## src/rtl/inport_pkg.sv

```systemverilog
// inport_pkg: shared types, constants and byte extension helper for the input-port loader
package inport_pkg;
   typedef enum logic {IDLE, COLLECT} state_t;
   localparam int BYTES_PER_WORD = 4;
   localparam int SYNC_STAGES = 2;
   function automatic logic [31:0] extend_byte(input logic [7:0] b, input logic sx);
      return {{24{sx & b[7]}}, b};
   endfunction
endpackage

```

## src/rtl/btn_debounce.sv

```systemverilog
// btn_debounce: synchronises a bouncy button, debounces it and emits a registered rising-edge pulse
module btn_debounce
   import inport_pkg::*;
#(
   parameter int DEBOUNCE_CYCLES = 1000000
) (
   input  logic clk,
   input  logic reset,
   input  logic i_btn,
   output logic o_rise
);
   localparam int CW = $clog2(DEBOUNCE_CYCLES + 1);
   logic [SYNC_STAGES-1:0] r_sync;
   logic [CW-1:0]          r_cnt;
   logic                   r_level;
   logic                   r_level_q;
   logic                   r_rise;
   always_ff @(posedge clk) begin
      if (reset) begin
         r_sync    <= '0;
         r_cnt     <= '0;
         r_level   <= 1'b0;
         r_level_q <= 1'b0;
         r_rise    <= 1'b0;
      end else begin
         r_sync    <= {r_sync[SYNC_STAGES-2:0], i_btn};
         r_level_q <= r_level;
         r_rise    <= r_level & ~r_level_q;
         if (r_sync[SYNC_STAGES-1] == r_level) r_cnt <= '0;
         else if (r_cnt == CW'(DEBOUNCE_CYCLES - 1)) begin
            r_cnt   <= '0;
            r_level <= ~r_level;
         end else r_cnt <= r_cnt + CW'(1);
      end
   end
   assign o_rise = r_rise;
endmodule

```

## src/rtl/inport_loader.sv

```systemverilog
// inport_loader: captures slide-switch bytes on debounced button presses and publishes bytes or assembled words
module inport_loader
   import inport_pkg::*;
#(
   parameter int DEBOUNCE_CYCLES = 1000000,
   parameter int SIGN_EXTEND     = 0
) (
   input  logic        clk,
   input  logic        reset,
   input  logic [7:0]  sw_in,
   input  logic        load_btn,
   input  logic        word_mode,
   output logic [31:0] inport_data,
   output logic        inport_strobe,
   output logic [1:0]  byte_count,
   output logic        collecting
);
   localparam logic SX = (SIGN_EXTEND != 0);
   logic [SYNC_STAGES-1:0][7:0] r_sw_s;
   logic [SYNC_STAGES-1:0]      r_mode_s;
   logic                        r_mode_q;
   state_t                      r_state;
   logic [31:0]                 r_data;
   logic [23:0]                 r_stg;
   logic [1:0]                  r_cnt;
   logic                        r_strobe;
   state_t                      w_state_n;
   logic [31:0]                 w_data_n;
   logic [23:0]                 w_stg_n;
   logic [1:0]                  w_cnt_n;
   logic                        w_strobe_n;
   logic                        w_load;
   logic [7:0]                  w_byte;
   logic                        w_mode;
   logic                        w_mode_chg;
   logic                        w_last;
   btn_debounce #(.DEBOUNCE_CYCLES(DEBOUNCE_CYCLES)) u_db (
      .clk    (clk),
      .reset  (reset),
      .i_btn  (load_btn),
      .o_rise (w_load)
   );
   assign w_byte     = r_sw_s[SYNC_STAGES-1];
   assign w_mode     = r_mode_s[SYNC_STAGES-1];
   assign w_mode_chg = w_mode ^ r_mode_q;
   assign w_last     = r_cnt == 2'(BYTES_PER_WORD - 1);
   always_ff @(posedge clk) begin
      if (reset) begin
         r_sw_s   <= '0;
         r_mode_s <= '0;
         r_mode_q <= 1'b0;
         r_state  <= IDLE;
         r_data   <= '0;
         r_stg    <= '0;
         r_cnt    <= '0;
         r_strobe <= 1'b0;
      end else begin
         r_sw_s   <= {r_sw_s[SYNC_STAGES-2:0], sw_in};
         r_mode_s <= {r_mode_s[SYNC_STAGES-2:0], word_mode};
         r_mode_q <= w_mode;
         r_state  <= w_state_n;
         r_data   <= w_data_n;
         r_stg    <= w_stg_n;
         r_cnt    <= w_cnt_n;
         r_strobe <= w_strobe_n;
      end
   end
   always_comb begin
      w_state_n = (r_state == IDLE) ? ((w_load && w_mode) ? COLLECT : IDLE)
                                    : ((w_mode_chg || (w_load && w_last)) ? IDLE : COLLECT);
   end
   // A mode change while collecting aborts the word and swallows any coincident load
   always_comb begin
      w_data_n   = r_data;
      w_stg_n    = r_stg;
      w_cnt_n    = r_cnt;
      w_strobe_n = 1'b0;
      if (r_state == IDLE) begin
         if (w_load && !w_mode) begin
            w_data_n   = extend_byte(w_byte, SX);
            w_strobe_n = 1'b1;
         end else if (w_load) begin
            w_stg_n = {16'b0, w_byte};
            w_cnt_n = 2'd1;
         end
      end else if (w_mode_chg) begin
         w_stg_n = '0;
         w_cnt_n = '0;
      end else if (w_load && w_last) begin
         w_data_n   = {r_stg, w_byte};
         w_strobe_n = 1'b1;
         w_stg_n    = '0;
         w_cnt_n    = '0;
      end else if (w_load) begin
         w_stg_n = {r_stg[15:0], w_byte};
         w_cnt_n = r_cnt + 2'd1;
      end
   end
   assign inport_data   = r_data;
   assign inport_strobe = r_strobe;
   assign byte_count    = r_cnt;
   assign collecting    = (r_state == COLLECT);
endmodule

```

## config.mk

```make
export PLATFORM = sky130hd
export DESIGN_NAME = inport_loader
export DESIGN_NICKNAME = d
export VERILOG_FILES = /design/src/rtl/inport_pkg.sv /design/src/rtl/btn_debounce.sv /design/src/rtl/inport_loader.sv
export SDC_FILE = /design/constraint.sdc
export NUM_CORES = 1
export LEC_CHECK = 0
export BUFFER_PORTS_ARGS = -buffer_cell sky130_fd_sc_hd__buf_2
export CAP_MARGIN = 0
export CORE_UTILIZATION = 52
export DETAILED_ROUTE_END_ITERATION = 10
export PLACE_DENSITY = 0.81
export SYNTH_ARGS = -nofsm -noshare
export SYNTH_HDL_FRONTEND = slang
export SYNTH_HIERARCHICAL = 1
export SYNTH_SLANG_ARGS = --single-unit
export TNS_END_PERCENT = 10
```

## constraint.sdc

```tcl
create_clock -name clk -period 3.6 [get_ports clk]
set_input_delay 0.36 -clock clk [delete_from_list [all_inputs] [get_ports clk]]
set_output_delay 0.36 -clock clk [all_outputs]
set_load 0.05 [all_outputs]
```

=== Word level (Yosys, flattened, before mapping) ===
Index checks and enable logic that the tools add are counted.

* Memories kept: 0
* Register bits: 104
* Bits in read-only memories: 0
* Input port bits: 12
* Output and inout bits: 36
* Bits in latches: 0
* Bits in writable memories: 0
* Word-level logic and storage cells: 62

* Multiplexer cells: 23
* Bitwise operators: 5
* Multipliers: 0
* Divide/modulo/power cells: 0
* Reductions and logical operators: 12
* Shift operators: 0
* $lt $le $gt $ge: 0
* Add/sub/neg operators: 2
* Equality and inequality tests: 6

{| class="wikitable"
|+ Operators by type and width
! operator !! number
|-
| two-way mux 24 bit || 6
|-
| two-way mux 32 bit || 4
|-
| adder 20 x 1 -> 20 bit, second input constant || 1
|-
| equality test 20 bit, second input constant || 1
|-
| two-way mux 2 bit || 6
|-
| two-way mux 1 bit || 7
|-
| AND reduction 3 bit || 2
|-
| != test 2 bit, second input constant || 2
|-
| nonzero test 2 bit || 2
|-
| logical AND 1 bit || 3
|-
| inverter 1 bit || 3
|-
| nonzero test 3 bit || 1
|-
| OR reduction 3 bit || 1
|-
| adder 2 x 1 -> 2 bit, second input constant || 1
|-
| equality test 2 bit, second input constant || 1
|-
| != test 2 x 1 -> 1 bit, second input constant || 1
|-
| AND reduction 2 bit || 1
|-
| AND 1 bit || 1
|-
| equality test 1 bit || 1
|-
| logical NOT 1 bit || 1
|-
| logical OR 1 bit || 1
|-
| bitwise XOR 1 bit || 1
|}

=== Logic depth before layout (Yosys ltp) ===
Gate-level depths: netlist of the first run.

* Word-level depth: 5
* Depth in mapped cells: 6
* Gate-level depth less buffers: 5

=== Modules after synthesis ===
The synthesis of the first run kept the hierarchy.

{| class="wikitable"
|+ Modules (own cells, without submodules)
! module !! cells each !! sequential area each (sq um) !! area an instance (sq um) !! instances
|-
| inport_loader || 275 || 1581.5 || 2915.3 || 1
|-
| btn_debounce || 125 || 500.5 || 1111.1 || 1
|}

=== Worst setup path after synthesis of the first run ===
Ideal clock, no wire load.

* Path type: reg-to-reg
* Start: register u_db.r_cnt[0]
* End: register u_db.r_cnt[10]
* Buffers on the path: 1
* Data required time: 3483 ps
* Data arrival time: 1617 ps
* Setup time: 117 ps
* Clock period less this slack: 1734 ps
* Cell stages (with the launch flop): 7
* Slack: 1866 ps
* Cells stage by stage: dfxtp_1 > ha_1 > nand2_1 > or2_2 > o31ai_4 > buf_2 > nor2_1

* Word-level cells in the longest chain between the ends: 2
* Elaborated cells between the ends (all ways): 3
* Classes of those cells: add/sub: 1; eq/ne: 1; reduce/logical: 1

{| class="wikitable"
|+ RTL lines
! what !! line !! RTL
|-
| start: declaration || btn_debounce.sv:14 || <nowiki>logic [CW-1:0] r_cnt;</nowiki>
|-
| start signal: assignment || btn_debounce.sv:33 || <nowiki>end else r_cnt <= r_cnt + CW'(1);</nowiki>
|-
| branches (longest 2 deep; another with adder 20 x 1 -> 20 bit) || -- ||
|}

Several ways; the timed one is not identified.
A chain may end at the register's enable or synchronous reset.

=== Worst setup path in the final report of the first run ===
* Start: register r_state (netlist: collecting)
* End: register r_data[4] (netlist: inport_data[4])

* Word-level cells in the longest chain between the ends: 2
* Elaborated cells between the ends (all ways): 5
* Classes of those cells: eq/ne: 2; mux: 1; reduce/logical: 2

{| class="wikitable"
|+ RTL lines
! what !! line !! RTL
|-
| start: declaration || inport_loader.sv:22 || <nowiki>state_t r_state;</nowiki>
|-
| start signal: assignment || inport_loader.sv:61 || <nowiki>r_state <= w_state_n;</nowiki>
|-
| != test 2 x 1 -> 1 bit (no line) (tied with other cells) || -- ||
|-
| AND reduction 3 bit (no line) || -- ||
|-
| end signal: assignment || inport_loader.sv:62 || <nowiki>r_data <= w_data_n;</nowiki>
|-
| end: declaration || inport_loader.sv:23 || <nowiki>logic [31:0] r_data;</nowiki>
|}

Several ways; a longest one is shown, not always the timed one.

==> results of run 1 <==
-- power by group through the flow --
stage          combinational [mW]  sequential (mW)  clock, mW
2_1_floorplan              0.0328             1.19          0
3_3_place_gp               0.0424             1.19          0
3_5_place_dp               0.0439             1.19          0
4_1_cts                    0.0440             1.17      0.658
5_1_grt                    0.0487             1.17      0.710
6_report                   0.0439             1.17      0.644
-- worst max-delay path by stage --
stage,end,cells past startpoint,slack (ns)
after CTS,inport_data[17],3,1.24
after floorplan,u_db/r_cnt[10],6,1.87
final,inport_data[4],3,1.23
after global routing,inport_data[4],3,1.00
after detailed placement,inport_data[17],3,1.25
after global placement,inport_data[6],3,1.35
-- cells in the mapped netlist (2+ instances only) --
master	n
nor2b_1	20
buf_2	5
o32ai_2	5
o32ai_1	3
dfxtp_1	104
xor2_1	4
clkbuf_1	9
or4_1	2
mux2i_1	33
and3_1	3
nor4_1	4
a21o_1	3
nand3_1	24
nor2_1	22
nand2b_1	2
nand2_1	49
nand4_1	4
nor3_1	15
xnor2_1	12
a211oi_1	2
o31ai_1	2
buf_6	6
o21ai_0	3
a32o_1	8
a21oi_1	7
nor4b_1	2
inv_1	18
and2_1	3
buf_1	2
ha_1	2
and4_1	2
o2bb2ai_1	8
-- stage by stage --
| stage | cell area, sq um | hold WS, ns |
|---|---|---|
| CTS | 4454 | 0.1909 |
| global route | 4454 | 0.1991 |
| finish | 4454 | 0.2070 |
| detailed placement | 4282 | 0.3873 |
| floorplan | 4026 | 0.3682 |
| global placement | 4282 | 0.3717 |
-- sequential cells by signal, indices dropped and copies added (netlist names) --
name            flops
byte_count          2
collecting          1
inport_data        32
inport_strobe       1
r_mode_q            1
r_mode_s            2
r_stg              24
r_sw_s              8
u_db/o_rise         1
u_db/r_cnt         20
u_db/r_level        1
u_db/r_level_q      1
u_db/r_sync         2
w_byte              8
-- layout make-up --
cell class / instances / share of cell area, %
flip-flops and latches: 104 / 46.74
multi-input cells: 256 / 39.13
repair buffers: 51 / 5.955
clock buffers: 10 / 2.865
well taps: 99 / 2.781
inverters: 18 / 1.517
clock inverters: 6 / 1.011
-- per-layer routing --
metal  vias to the layer above  global-route usage (%)
li1                       1476                       -
met5                         -                       0
met2                        45                   32.12
met3                         9                   3.553
met4                         0                   8.602
met1                      1370                   25.63
-- logic make-up after synthesis --
group | Yosys count | share of synthesized area [%]
multiplexers | 33 | 8.204
XOR/XNOR | 17 | 3.884
AO/OA/AOI/OAI | 47 | 10.66
flip-flops | 104 | 51.71
AND/OR/NAND/NOR | 157 | 19.92
buffers and inverters | 40 | 5.003
adder cells (fa/ha/maj) | 2 | 0.6214
==> out/results.txt, run 1 <==
First-pass GRT wire length: 12760 um
Number of max-cap violations: 0
Delay-heaviest family, CP: flip-flops
Synth area leader: dfxtp_1
Critical path type: reg2reg
Worst setup margin: 1.228 ns
Clock power frac: 34.7%
R2R setup slack: 1.23 ns
Largest fanout on the critical path: 33
Met2 Wirelength: 3498 um
Post-synth top area share: 51.71%
Area of the mapped netlist: 0.004026 sq mm
Flop pwr share: 62.9%
Clock-pin transition on the worst setup and hold timing paths: 0.10 ns
Detailed-route wire length: 7358 um
Pre-CTS setup slack: 1.254 ns
WP data arrival: 2.65 ns
Crit path buffers/inverters: 0
Number of synthesized flops with an enable pin: 0
Inst Count DP: 528
Comb pwr share: 2.4%
Ys async rst share: 0%
Multi-input gate area in the final layout: 0.001743 sq mm
Post-CTS Setup Inserts: 0
Wl on met1: 3532 um
Number of vias per cell: 5.331
Netlist cell types: 44
Worst-Margin Slew: 0.9795 ns
Syn nets: 414
Via Count: 2900
Clk_lat worst skew: 0.36 ns
Full die area: 0.008099 sq mm
Largest net degree at the start of global routing: 50
Critical path, cell by cell: and3_1 -> o221a_2 -> mux2i_1
Final setup TNS: 0 ns
Worst setup SP type: flop
Critical Path Source: collecting
RSZ-0062 raised after global routing: false
Relative slew slack: 34.70%
Die width: 90.00 um
Fin Clk Skew: 0.01326 ns
HP Class: in2reg
Layout Cells excl Fill: 544
GPL Wtd Cong: 0.8468
P_sw: 0.4227 mW
Initial antenna violation count: 0
Vias in the first global route: 2702
Final Hold Viols: 0
# rows: 31
WL per Instance: 13.53 um
PwrDens: 416.3 mW/mm^2
Ys Warns: 6
Final Core Density: 60.44%
Port Buffers: 47
Initial Utilization: 54.63%
Top cells by area, synth: dfxtp_1 (52%), mux2i_1 (8.2%), nand2_1 (4.6%)
R2r worst-path depth: 3
Nets: 454
Critical-path top delay cell: dfxtp_1
HP Start: word_mode
Diode count: 0
Switching Share: 22.79%
Worst r2r dst: inport_data[4]
CTS Hold Bufs: 0
Most common cell after layout, fill and taps aside: dfxtp_1
CTS tree: yes
Clk root buf: clkbuf_8
WHS Endpoint: r_mode_s[0]
Reg2reg start: collecting
Gr usage total: 19.69%
Seq cells post-synth: 104
Clock tree sinks: 104
Detailed Route Iter0 Violations: 100
Top Layer Used: met4
Outcome: finished, final reports clean
Crit-path max cell delay: 0.86 ns
Syn-to-layout area delta: 10.63%
CTS H-tree lvls: 3
I/O pin cnt: 48
Final worst-path cycle share: 65.89%
Seq/Total Area, Yosys: 51.71%
Predominant post-synthesis flop cell: dfxtp_1
CTS Buf Count: 9
Fin. max-slew vios: 0
Pleak: 1.611 nW
CTS max path bufs: 2
Gate Count Post-Synth: 400
Final setup violation count: 0
Met3 wire len: 219 um
Tot Pwr: 1.854 mW
Die height: 90.00 um
Post-CTS Resized: 0
Endpoint class of the critical path: flop
Cell internal pwr: 1.432 mW
Fillers: 630
Global route overflow: 0
Crit path required time: 3.87 ns
Drt pass-1 iters: 4
Share of cells above drive strength 1: 17.98%
Register area: 0.002082 sq mm
Syn avg cell area: 10.07 sq um
# DRC: 0
Routed Antenna Nets: 0
Post-detail-place hpwl: 5179 um
Crit path time final: 2.372 ns
Worst hold path depth: 2
Core area: 0.007370 sq mm
Worst IR drop on VDD: 0.2603 mV
Most frequent cells in the layout: dfxtp_1 (104), nand2_1 (49), buf_2 (47)
F_max: 421.6 MHz
(Power assumes the default switching activity.)
==> run 2: changes to the inputs <==
- ABC_AREA: unset -> 1
- clock period: 3.6 -> 2.3 ns (I/O delays scaled with it)
==> run 2 against run 1 <==
Effect of this change: combinational power is 110% higher; critical path depth is 5 higher; final area is 12% higher; critical path type unchanged; cell count is 44% higher; sequential share of layout area is 4.9 points lower; utilization is 0.12 points lower.
==> out/results.txt, run 2 <==
Netlist cell types: 30
WL per Instance: 11.31 um
Number of vias per cell: 4.957
Seq cells post-synth: 104
Fin Clk Skew: 0.01518 ns
Worst setup SP type: flop
WP data arrival: 1.97 ns
HP Class: in2reg
Ys async rst share: 0%
WHS Endpoint: r_sw_s[2]
Top cells by area, synth: dfxtp_1 (47%), nand2_1 (11%), nor2_1 (10%)
CTS max path bufs: 2
Worst-Margin Slew: 0.4591 ns
Number of max-cap violations: 0
Largest fanout on the critical path: 32
Nets: 690
CTS Hold Bufs: 0
Clk root buf: clkbuf_8
GPL Wtd Cong: 0.8980
Full die area: 0.008962 sq mm
Diode count: 0
First-pass GRT wire length: 15350 um
Worst setup margin: 0.6086 ns
CTS H-tree lvls: 3
Most numerous cell in the Yosys netlist: nand2_1
Crit path time final: 1.691 ns
Reg2reg start: r_mode_s[1]
CTS Buf Count: 9
Pleak: 2.324 nW
Critical path, cell by cell: inv_2 -> nand2_1 -> nand2_2 -> nand2_2 -> buf_4 -> nand3_1 -> nand2_1 -> nor2_1
Critical-path top delay cell: dfxtp_1
Crit path required time: 2.58 ns
Largest net degree at the start of global routing: 33
Most common cell after layout, fill and taps aside: nand2_1
I/O pin cnt: 48
Routed Antenna Nets: 0
Final worst-path cycle share: 73.54%
Global route overflow: 0
Drt pass-1 iters: 4
Ys Warns: 6
CTS tree: yes
Final Core Density: 60.32%
RSZ-0062 raised after global routing: false
Final setup TNS: 0 ns
Post-synth top area share: 46.62%
Gr usage total: 21.91%
Final Hold Viols: 0
Most frequent cells in the layout: nand2_1 (136), nor2_1 (122), dfxtp_1 (104)
Hold slack final: 0.04387 ns
Gate Count Post-Synth: 635
Post-CTS Resized: 0
Number of synthesized flops with an enable pin: 0
Pre-CTS setup slack: 0.6295 ns
F_max: 591.2 MHz
Share of cells above drive strength 1: 15.27%
Crit-path max cell delay: 0.39 ns
Detailed Route Iter0 Violations: 185
Clk_lat worst skew: 0.38 ns
Worst IR drop on VDD: 0.3794 mV
Syn-to-layout area delta: 11.54%
Syn avg cell area: 7.032 sq um
Worst r2r dst: r_stg[8]
Critical path type: reg2reg
Syn nets: 649
Die height: 94.67 um
Area of the mapped netlist: 0.004466 sq mm
PwrDens: 618.6 mW/mm^2
Outcome: finished, final reports clean
Clock tree sinks: 104
Initial Utilization: 54.08%
Endpoint class of the critical path: flop
Final cell area excluding filler cells: 0.004981 sq mm
Detailed-route wire length: 8887 um
Layout Cells excl Fill: 786
Inst Count DP: 770
Post-synth top cells: nand2_1 (136), nor2_1 (122), dfxtp_1 (104), inv_1 (84)
Seq/Total Area, Yosys: 46.62%
Vias in the first global route: 3637
Post-CTS Setup Inserts: 0
Via Count: 3896
Clock-pin transition on the worst setup and hold timing paths: 0.10 ns
Tot Pwr: 3.081 mW
Worst hold path depth: 3
Synth area leader: dfxtp_1
Post-detail-place hpwl: 6151 um
R2r worst-path depth: 8
Die width: 94.67 um
Final setup violation count: 0
# DRC: 0
Dpl cell area: 0.004780 sq mm
# rows: 33
Port Buffers: 47
Core area: 0.008258 sq mm
Max reg flops: 32
Initial antenna violation count: 0
Fin. max-slew vios: 0
R2R setup slack: 0.61 ns
HP Start: sw_in[2]
Relative slew slack: 69.28%
Predominant post-synthesis flop cell: dfxtp_1
[run 2: cell count changes after synthesis, sizes merged, moves of 8 or more]
cell and delta:
a21oi +37, nand4 +21, nand2 +92, nor2b -20, nand3 +22, o32ai -8
a32o -8, nor2 +112, xnor2 -9, nor3 -13, o2bb2ai -8, mux2i -33
inv +69
[run 2: how the worst max path moves through the flow]
stage | to | slack (ns) | cells past startpoint | startpoint
final | r_stg[8] | 0.61 | 8 | r_mode_s[1]
after global routing | r_stg[19] | 0.42 | 8 | r_mode_s[1]
after CTS | r_stg[8] | 0.61 | 8 | r_mode_s[1]
after detailed placement | r_stg[12] | 0.63 | 8 | r_mode_s[1]
after global placement | r_stg[14] | 0.67 | 8 | r_mode_s[1]
after floorplan | inport_data[11] | 0.61 | 7 | byte_count[0]
[run 2: final cells by class]
type | count | area [sq um]
fill | 787 | 3277
sequential | 104 | 2082
multi-input combinational | 415 | 1902
timing repair buffer | 59 | 337.8
inverter | 87 | 326.6
tap | 105 | 131.4
clock buffer | 9 | 123.9
clock inverter | 7 | 77.57
[run 2: critical path, delay by kind of cell, from the launching register on]
kind          cells  cell delay [ns]
buf+inv           2             0.38
flops             1             0.39
simple gates      6             0.81
[run 2: power by group]
| group | switching [mW] | internal (mW) |
|---|---|---|
| combinational | 0.0643 | 0.0282 |
| clock | 0.649 | 0.515 |
| sequential | 0.00809 | 1.82 |
[run 2: logic make-up (layout without fill, tap and decap cells)]
logic type | count (synthesis) | in the layout | share of synthesized area [%]
AO/OA/AOI/OAI | 51 | 51 | 6.108
flip-flops | 104 | 104 | 46.62
buffers and inverters | 116 | 162 | 10.79
AND/OR/NAND/NOR | 356 | 356 | 34.74
adder cells (fa/ha/maj) | 2 | 2 | 0.5603
XOR/XNOR | 6 | 6 | 1.177
[run 2: metal layers]
metal	vias to the layer above	GRT usage (%)	wire length, um
met3	18	4.428	319
li1	2046	-	-
met4	0	10.86	197
met2	84	39.33	4481
met1	1748	24.46	3889
met5	-	0	0
==> run 3: changes to the inputs <==
- clock period: 2.3 -> 1.7 ns (I/O delays scaled with it)
==> run 3 against run 2 <==
Effect of this change: wire length fell by 0.86%; sequential cell count did not move; utilization rose by 1.6 points; cell count rose by 1.5%; first-iteration DRC count rose by 3.8%; clock-buffer cell count rose by 1.
==> out/results.txt, run 3 (synthesis gave the netlist of run 2 again) <==
Outcome: finished, final reports clean
Fin. max-slew vios: 0
Detailed-route wire length: 8811 um
R2r worst-path depth: 6
Critical Path Source: collecting
Clk_lat worst skew: 0.37 ns
Global route overflow: 0
CTS max path bufs: 2
Register area: 0.002083 sq mm
Endpoint class of the critical path: primary output
Share of cells above drive strength 1: 15.30%
WL per Instance: 11.04 um
Port Buffers: 47
First-pass GRT wire length: 14920 um
Core area: 0.008258 sq mm
Initial antenna violation count: 0
Post-CTS Setup Inserts: 0
Clock tree sinks: 104
Clk root buf: clkbuf_8
Largest fanout on the critical path: 17
RSZ-0062 raised after global routing: false
Crit-path max cell delay: 0.44 ns
Layout Cells excl Fill: 798
Post-detail-place hpwl: 6160 um
Largest net degree at the start of global routing: 45
Number of vias per cell: 4.946
Final worst-path cycle share: 90.29%
Inst Count DP: 772
Routed Antenna Nets: 0
Detailed Route Iter0 Violations: 192
PwrDens: 811.8 mW/mm^2
Critical-path top delay cell: dfxtp_2
Syn-to-layout area delta: 14.57%
Critical path type: reg2out
Diode count: 0
Drt pass-1 iters: 5
Max reg flops: 32
Initial Utilization: 54.08%
# DRC: 0
HP Start: reset
F_max: 651.5 MHz
Via Count: 3947
Fin Clk Skew: 0.005826 ns
Worst-Margin Slew: 0.3432 ns
Fillers: 747
Final setup violation count: 0
Gr usage total: 20.87%
Worst IR drop on VDD: 0.4512 mV
# rows: 33
Crit path time final: 1.535 ns
CTS H-tree lvls: 3
Die width: 94.67 um
Relative slew slack: 77.12%
CP Depth: 2
Most frequent cells in the layout: nand2_1 (136), nor2_1 (122), dfxtp_1 (103)
I/O pin cnt: 48
GPL Wtd Cong: 0.8054
Nets: 702
Vias in the first global route: 3576
R2R setup slack: 0.18 ns
Clock-pin transition on the worst setup and hold timing paths: 0.10 ns
Full die area: 0.008962 sq mm
Die height: 94.67 um
Worst setup SP type: flop
Crit path buffers/inverters: 2
Pleak: 2.377 nW
Reg2reg start: u_db/r_cnt[0]
HP Class: in2reg
WP data arrival: 1.36 ns
Crit path required time: 1.53 ns
Final setup TNS: 0 ns
Worst setup path endpoint: collecting
CTS tree: yes
Worst r2r dst: u_db/r_cnt[14]
Critical path, cell by cell: buf_4 -> buf_2
Most common cell after layout, fill and taps aside: nand2_1
Number of max-cap violations: 0
CTS Buf Count: 9
Delay-heaviest family, CP: buffers and inverters
Multi-input gate area in the final layout: 0.001902 sq mm
Final Hold Viols: 0
[run 3: what timing repair did]
action / in CTS / in global routing
setup endpoints to repair: 0 / 1
resized for setup: 0 / 1
hold endpoints to repair: 10 / 0
hold buffers: 10 / 0
[run 3: routing by layer]
metal	track usage (%)	vias up	share of wire, %
li1	-	2066	-
met1	24.60	1771	44
met2	35.85	89	50
met3	4.992	21	4.0
met4	9.217	0	1.8
met5	0	-	0
[run 3: final cells by class]
| type | count | share of cell area [%] |
|---|---|---|
| flip-flops and latches | 104 | 40.72 |
| clock buffers | 10 | 2.494 |
| multi-input cells | 415 | 37.17 |
| clock inverters | 6 | 1.321 |
| well taps | 105 | 2.568 |
| inverters | 87 | 6.383 |
| repair buffers | 71 | 9.342 |
[run 3: worst min-delay path by stage]
stage | depth (start not counted) | slack, ns | endpoint
5_1_grt | 2 | 0.18 | u_db/r_sync[1]
3_3_place_gp | 3 | 0.37 | u_db/r_sync[0]
3_5_place_dp | 3 | 0.38 | r_sw_s[6]
6_report | 2 | 0.17 | u_db/r_sync[1]
2_1_floorplan | 1 | 0.24 | u_db/r_sync[0]
4_1_cts | 2 | 0.16 | u_db/r_sync[1]
[run 3: metrics by stage]
stage          setup WS [ns]  hold WS (ns)  utilization (%)  cell area (sq um)  power, mW
6_report              0.1650        0.1718            61.95               5116      4.153
5_1_grt              0.03805        0.1826            61.95               5116      4.302
4_1_cts              0.02715        0.1575            61.94               5115      4.198
3_5_place_dp          0.2007        0.3762            58.36               4820      2.661
3_3_place_gp          0.2661        0.3730            58.36               4820      2.656
2_1_floorplan        0.01448        0.2412                -               4466      2.617
[run 3: power by group]
group	total [mW]	leakage, nW	internal, mW	switching (mW)
clock	1.53	0.0933	0.689	0.842
combinational	0.154	1.44	0.0616	0.0926
sequential	2.47	0.842	2.46	0.0107
